--- config.mk ---
export PLATFORM = sky130hd
export DESIGN_NAME = mux16_rr_scheduler
export DESIGN_NICKNAME = d
export VERILOG_FILES = /design/src/rtl/mux16_rr_scheduler.sv
export SDC_FILE = /design/constraint.sdc
export NUM_CORES = 1
export LEC_CHECK = 0
export ABC_AREA = 0
export ABC_CLOCK_PERIOD_IN_PS = 11800
export CAP_MARGIN = 10
export CORE_MARGIN = 3
export CORE_UTILIZATION = 50
export DETAILED_ROUTE_END_ITERATION = 10
export GPL_TIMING_DRIVEN = 0
export PLACE_DENSITY = 0.82
export SYNTH_ARGS = -nofsm -noshare
export SYNTH_HDL_FRONTEND = slang
export SYNTH_SLANG_ARGS = --single-unit
--- constraint.sdc ---
create_clock -name i_clk -period 11.8 [get_ports i_clk]
set_clock_uncertainty 0.05 [all_clocks]
set_input_delay 2.95 -clock i_clk [delete_from_list [all_inputs] [get_ports i_clk]]
set_output_delay 2.95 -clock i_clk [all_outputs]
set_load 0.02 [all_outputs]
--- src/rtl/mux16_rr_scheduler.sv ---
// mux16_rr_scheduler: round-robin arbiter that drives the select of a 4-bit 16:1 channel mux.
// A grant is held for at most HOLD_BEATS beats and ends early if its request drops.
// Each grant is followed by one turnaround cycle before the next grant can be issued.
// Ports:
//   i_clk        system clock, all state changes on posedge
//   i_reset      synchronous active-high reset
//   i_en         1 = new grants allowed; a grant in progress always completes
//   i_req[15:0]  per-channel request, bit k = mux input k
//   o_s[3:0]     registered mux select
//   o_grant      one-hot copy of the granted channel, 0 when no grant is active
//   o_out_valid  mux output carries the granted channel's data this cycle
//   o_busy       high while a grant is active
//   o_beat_cnt   beats elapsed in the current grant, 0-based
module mux16_rr_scheduler #(
    parameter int unsigned HOLD_BEATS = 4
) (
    input  logic        i_clk,
    input  logic        i_reset,
    input  logic        i_en,
    input  logic [15:0] i_req,
    output logic [3:0]  o_s,
    output logic [15:0] o_grant,
    output logic        o_out_valid,
    output logic        o_busy,
    output logic [3:0]  o_beat_cnt
);

    localparam int unsigned N_CH  = 16;
    localparam int unsigned SEL_W = 4;
    localparam logic [SEL_W-1:0] LAST_BEAT = SEL_W'(HOLD_BEATS - 1);

    typedef enum logic [1:0] {
        ST_IDLE  = 2'd0,
        ST_GRANT = 2'd1,
        ST_GAP   = 2'd2
    } state_t;

    state_t            r_state;
    logic [SEL_W-1:0]  r_s;
    logic [N_CH-1:0]   r_grant;
    logic [SEL_W-1:0]  r_beat_cnt;
    logic [SEL_W-1:0]  r_ptr;

    state_t            w_state_nxt;
    logic [SEL_W-1:0]  w_s_nxt;
    logic [N_CH-1:0]   w_grant_nxt;
    logic [SEL_W-1:0]  w_beat_nxt;
    logic [SEL_W-1:0]  w_ptr_nxt;

    logic [2*N_CH-1:0] w_req_dbl;
    logic [N_CH-1:0]   w_req_rot;
    logic [SEL_W-1:0]  w_off;
    logic [SEL_W-1:0]  w_winner;
    logic              w_any_req;
    logic              w_req_sel;

    // Rotate requests so that bit 0 is the channel at the pointer; the lowest set bit
    // of the rotated vector is the offset of the winner from the pointer.
    assign w_req_dbl = {i_req, i_req} >> r_ptr;
    assign w_req_rot = w_req_dbl[N_CH-1:0];
    assign w_any_req = |i_req;
    assign w_req_sel = i_req[r_s];

    // Priority pick of the first requester at or after the pointer
    always_comb begin
        w_off = '0;
        for (int i = N_CH - 1; i >= 0; i--) begin
            if (w_req_rot[i]) begin
                w_off = SEL_W'(i);
            end
        end
        w_winner = r_ptr + w_off;
    end

    // State and datapath registers
    always_ff @(posedge i_clk) begin
        if (i_reset) begin
            r_state    <= ST_IDLE;
            r_s        <= '0;
            r_grant    <= '0;
            r_beat_cnt <= '0;
            r_ptr      <= '0;
        end else begin
            r_state    <= w_state_nxt;
            r_s        <= w_s_nxt;
            r_grant    <= w_grant_nxt;
            r_beat_cnt <= w_beat_nxt;
            r_ptr      <= w_ptr_nxt;
        end
    end

    // Next-state logic
    always_comb begin
        w_state_nxt = r_state;
        w_s_nxt     = r_s;
        w_grant_nxt = r_grant;
        w_beat_nxt  = r_beat_cnt;
        w_ptr_nxt   = r_ptr;
        unique case (r_state)
            ST_IDLE: begin
                w_grant_nxt = '0;
                w_beat_nxt  = '0;
                if (i_en && w_any_req) begin
                    w_s_nxt     = w_winner;
                    w_grant_nxt = N_CH'(1) << w_winner;
                    w_state_nxt = ST_GRANT;
                end
            end
            ST_GRANT: begin
                if (w_req_sel && (r_beat_cnt < LAST_BEAT)) begin
                    w_beat_nxt = r_beat_cnt + SEL_W'(1);
                end else begin
                    // Release: either the request dropped or the final beat was used
                    w_ptr_nxt   = r_s + SEL_W'(1);
                    w_grant_nxt = '0;
                    w_beat_nxt  = '0;
                    w_state_nxt = ST_GAP;
                end
            end
            ST_GAP: begin
                w_state_nxt = ST_IDLE;
            end
            default: begin
                w_state_nxt = ST_IDLE;
                w_grant_nxt = '0;
                w_beat_nxt  = '0;
            end
        endcase
    end

    assign o_s         = r_s;
    assign o_grant     = r_grant;
    assign o_beat_cnt  = r_beat_cnt;
    assign o_busy      = (r_state == ST_GRANT);
    // Valid follows the live request of the granted channel so a dropped request is never flagged
    assign o_out_valid = (r_state == ST_GRANT) && w_req_sel;

endmodule
Word-level counts from Yosys, hierarchy flattened:

Cells that the tools add are included.

* word-level logic and storage cells: 53
* output and inout bits: 26
* input port bits: 19
* bits in registers: 30

* magnitude comparators: 2
* shifts and indexed selects: 2
* eq/ne operators: 4
* muxes and demuxes: 26
* reduce and logical (&&, ||, !) cells: 9
* add/subtract/negate cells: 3
* bitwise operators: 2

Operators with widths (number)
* two-way mux 4 bit: 17
* case mux 16 bit (3 select lines): 1
* two-way mux 16 bit: 2
* >> shifter 32 x 4 -> 16 bit: 1
* OR reduction 16 bit: 1
* left shift 1 x 4 -> 16 bit (first input constant): 1
* adder 4 x 1 -> 4 bit (second input constant): 2
* case mux 4 bit (2 select lines): 1
* AND reduction 2 bit: 4
* < comparator 4 x 5 -> 1 bit (second input constant): 1
* adder 4 bit: 1
* binary-select mux 1 bit (select 4 bit): 1
* < comparator 4 x 2 -> 1 bit (second input constant): 1
* two-way mux 2 bit: 2
* != test 2 bit (second input constant): 2
* case mux 2 bit (2 select lines): 1
* logical AND 1 bit: 3
* equality test 2 x 1 -> 1 bit (second input constant): 1
* equality test 2 bit (second input constant): 1
* logical NOT 2 bit: 1
* inverter 1 bit: 2
* two-way mux 1 bit: 1

Longest topological paths before layout:

* depth in word-level cells: 21
* mapped depth: 17
* gate-level depth less buffers: 15

Least setup slack after synthesis:

OpenSTA, ideal clock, no wires.

* path type: input -> output
* start point: in i_req[7]
* end point: out o_out_valid
* path slack: 4830 ps
* buffers on the path: 0
* cell stages on the path: 4
* data required time: 8800 ps
* data arrival time: 3970 ps
* path through: mux4_2 > mux2_2 > o21ai_0 > nor2_1

* longest elaborated chain between the ends: 3

Ends and longest elaborated chain
* from (decl): line 20 `input logic [15:0] i_req,`
* binary-select mux 1 bit (select 4 bit): line 62 `assign w_req_sel = i_req[r_s];`
* two-way mux 1 bit (not written as such): line 62
* logical AND 1 bit: line 136 `assign o_out_valid = (r_state == ST_GRANT) && w_req_sel;`
* to (decl): line 23 `output logic o_out_valid,`

Every way passes these cells. The select of a mux whose other input is x is not followed.

Worst setup path in the final report:

* start point: in i_req[3]
* end point: out o_out_valid

Same word-level chain as after synthesis.

==> out/qor.yml <==
tritoncts: "built"
placedCellCount: 380
setup.worst_path.start_class: "input pin"
syn-mean-instance-area_um2: 9.36
cp.required_ps: 8800
globalplace.congestion: 0.957
use_met2_pct: 39.4
drive_gt1_share_pct: 12.8
synth.area.top_cells: "dfxtp_1 24%, mux4_2 8.9%, mux2i_1 8.7%"
powerDensity_mw_per_mm2: 114
antenna_found_initial: 0
cts-root-buf: "clkbuf_8"
synth_largest_area_cell: "dfxtp_1"
yosysSeqAreaShare_pct: 23.8
clkTransAtPathRegs_ps: 60
syn_to_final_growth_pct: 24.0
start_util_pct: 52.5
grt_pass1_vias: 2394
io_pins: 45
critPathCaptureType: "output pin"
mappedNetlistArea_mm2: 0.00253
die_w_um: 77.1
wl_per_cell_um: 18.1
leakagePower_nw: 1.11
worst_slew_pin_slew_ps: 595
core_area_mm2: 0.00482
mostFrequentLayoutCell: "clkdlybuf4s50_1"
synth_cells: 270
peakVddDrop_mv: 0.121
gr-total-overflow: 0
numCtsBuffers: 5
synth.distinct_cells: 52
drt-total-wl_um: 7010
max_slew_margin_pct: 60.0
initialDrtViolationCount: 208
crit_type: "in -> out"
grt_pass1_wl_um: 11700
clockBufferDepth: 2
grt_start_max_net_pins: 11
htreeDepth: 2
ctsResizeCount: 0
diodes: 0
cts_hold_buf: 0
grtUsageTotal_pct: 24.5
use_met1_pct: 32.2
hold_viol_final: 0
worst_ep_arrival_time_ps: 5200
met3_usage_pct: 5.63
postRouteAntennaNets: 0
clock_latency_ps: 290
fin_crit_ps: 8200
synth-seq-cells: 30
fin_nets: 345
cts.sinks: 30
grt-busiest-layer: "met2"
mappedNetlistNets: 295
final_cells: 388
drcViolationCount: 0
yosysWarnings: 0
fin_crit_sh_pct: 69.5
viasPerCell: 6.43
post_cts_buffers: 0
drv_cap: 0
worst_hold_path_type: "reg -> reg"
fin_tns_setup_ps: 0
dieArea_mm2: 0.00594
dieHeight_um: 77.1
setup_viol: 0
dpl.hpwl_um: 5380
final_cell_mix: "43 x clkdlybuf4s50_1, 30 x dfxtp_1, 24 x nor2_1"
critPathMaxFanout: 7
synth.top_cell.area_share_pct: 23.8
fmax_mhz: 122
status: "finished clean"
vias: 2494
rows: 25
drtPass1Iterations: 5
port_buffers: 43
rsz0062_at_grt: "false"
utilization_pct: 65.0
slew_violations: 0
==> final cells by class <==
| type | instances | area, µm² |
|---|---|---|
| sequential | 30 | 601 |
| fill | 410 | 1680 |
| buffer | 16 | 100 |
| inverter | 11 | 41.3 |
| timing repair buffer | 43 | 430 |
| multi-input combinational | 213 | 1790 |
| clock buffer | 7 | 86.3 |
| tap | 67 | 83.8 |
| clock inverter | 1 | 5.00 |
==> critical path, cell delays in order <==
cell	delay [ps]
clkdlybuf4s50_1	540
mux4_2	530
mux2_2	280
o21ai_0	280
nor2_1	80
clkdlybuf4s50_1	540
==> kinds of logic after synthesis <==
kind of cell	synth area share (%)
XOR/XNOR	2.67
flip-flops	23.8
buffers and inverters	5.59
adder cells (fa/ha/maj)	3.27
AND/OR/NAND/NOR	15.0
multiplexers	28.9
AO/OA/AOI/OAI	20.8
==> stage by stage <==
| stage | instance area, µm² | hold WS (ps) | setup WS [ps] | total power [mW] |
|---|---|---|---|---|
| finish | 3130 | 420 | 3600 | 0.356 |
| global route | 3130 | 440 | 3510 | 0.375 |
| detailed placement | 3040 | 412 | 3620 | 0.267 |
| CTS | 3130 | 427 | 3600 | 0.354 |
| floorplan | 2530 | 466 | 4830 | 0.223 |
| global placement | 3040 | 402 | 3640 | 0.263 |
==> cells in the mapped netlist (all sizes together) <==
library cell,number
a31oi,1
buf,7
nor3b,2
nor2,24
and4,1
o311a,1
o2bb2ai,2
a21oi,16
o211ai,5
ha,5
or3,1
nand2,19
o2111ai,2
a22o,13
a32o,4
o2111a,1
a2111oi,1
nor3,9
xnor2,3
a21o,1
and2,1
clkbuf,9
mux2i,22
a211o,1
o22ai,1
o21a,2
xor2,3
nand3,6
inv,11
and3,2
o21ai,16
nor2b,2
nand4,2
fa,1
a211oi,5
a32oi,2
dfxtp,30
nor4,7
nand2b,2
mux4,16
mux2,11
==> report_power, final <==
part / switching (mW) / leakage (nW) / total, mW / internal [mW]
logic: 0.0914 / 0.821 / 0.158 / 0.0669
registers: 0.00468 / 0.243 / 0.112 / 0.107
clock network: 0.0393 / 0.0482 / 0.0862 / 0.0470
==> sequential cells by signal (all words and copies together) (netlist names) <==
register and cells:
o_s 4, o_grant 16, r_state 2, o_beat_cnt 4, r_ptr 4
==> layer usage <==
layer	vias up	wire [µm]	part of all wire, %
li1	1154	-	-
met1	1180	2960	42
met3	25	576	8.2
met2	135	3270	47
met4	0	202	2.9
met5	-	0	0
==> worst paths after layout <==
kind / cells past startpoint / end / startpoint / slack (ps)
worst min-delay path: 1 / o_grant[2] / o_grant[2] / 420
worst min register to register: 1 / o_grant[2] / o_grant[2] / 420
worst max-delay path: 6 / o_out_valid / i_req[3] / 3600
worst max register to register: 17 / o_grant[0] / r_ptr[2] / 7240
Power figures use the tool's default switching activity.
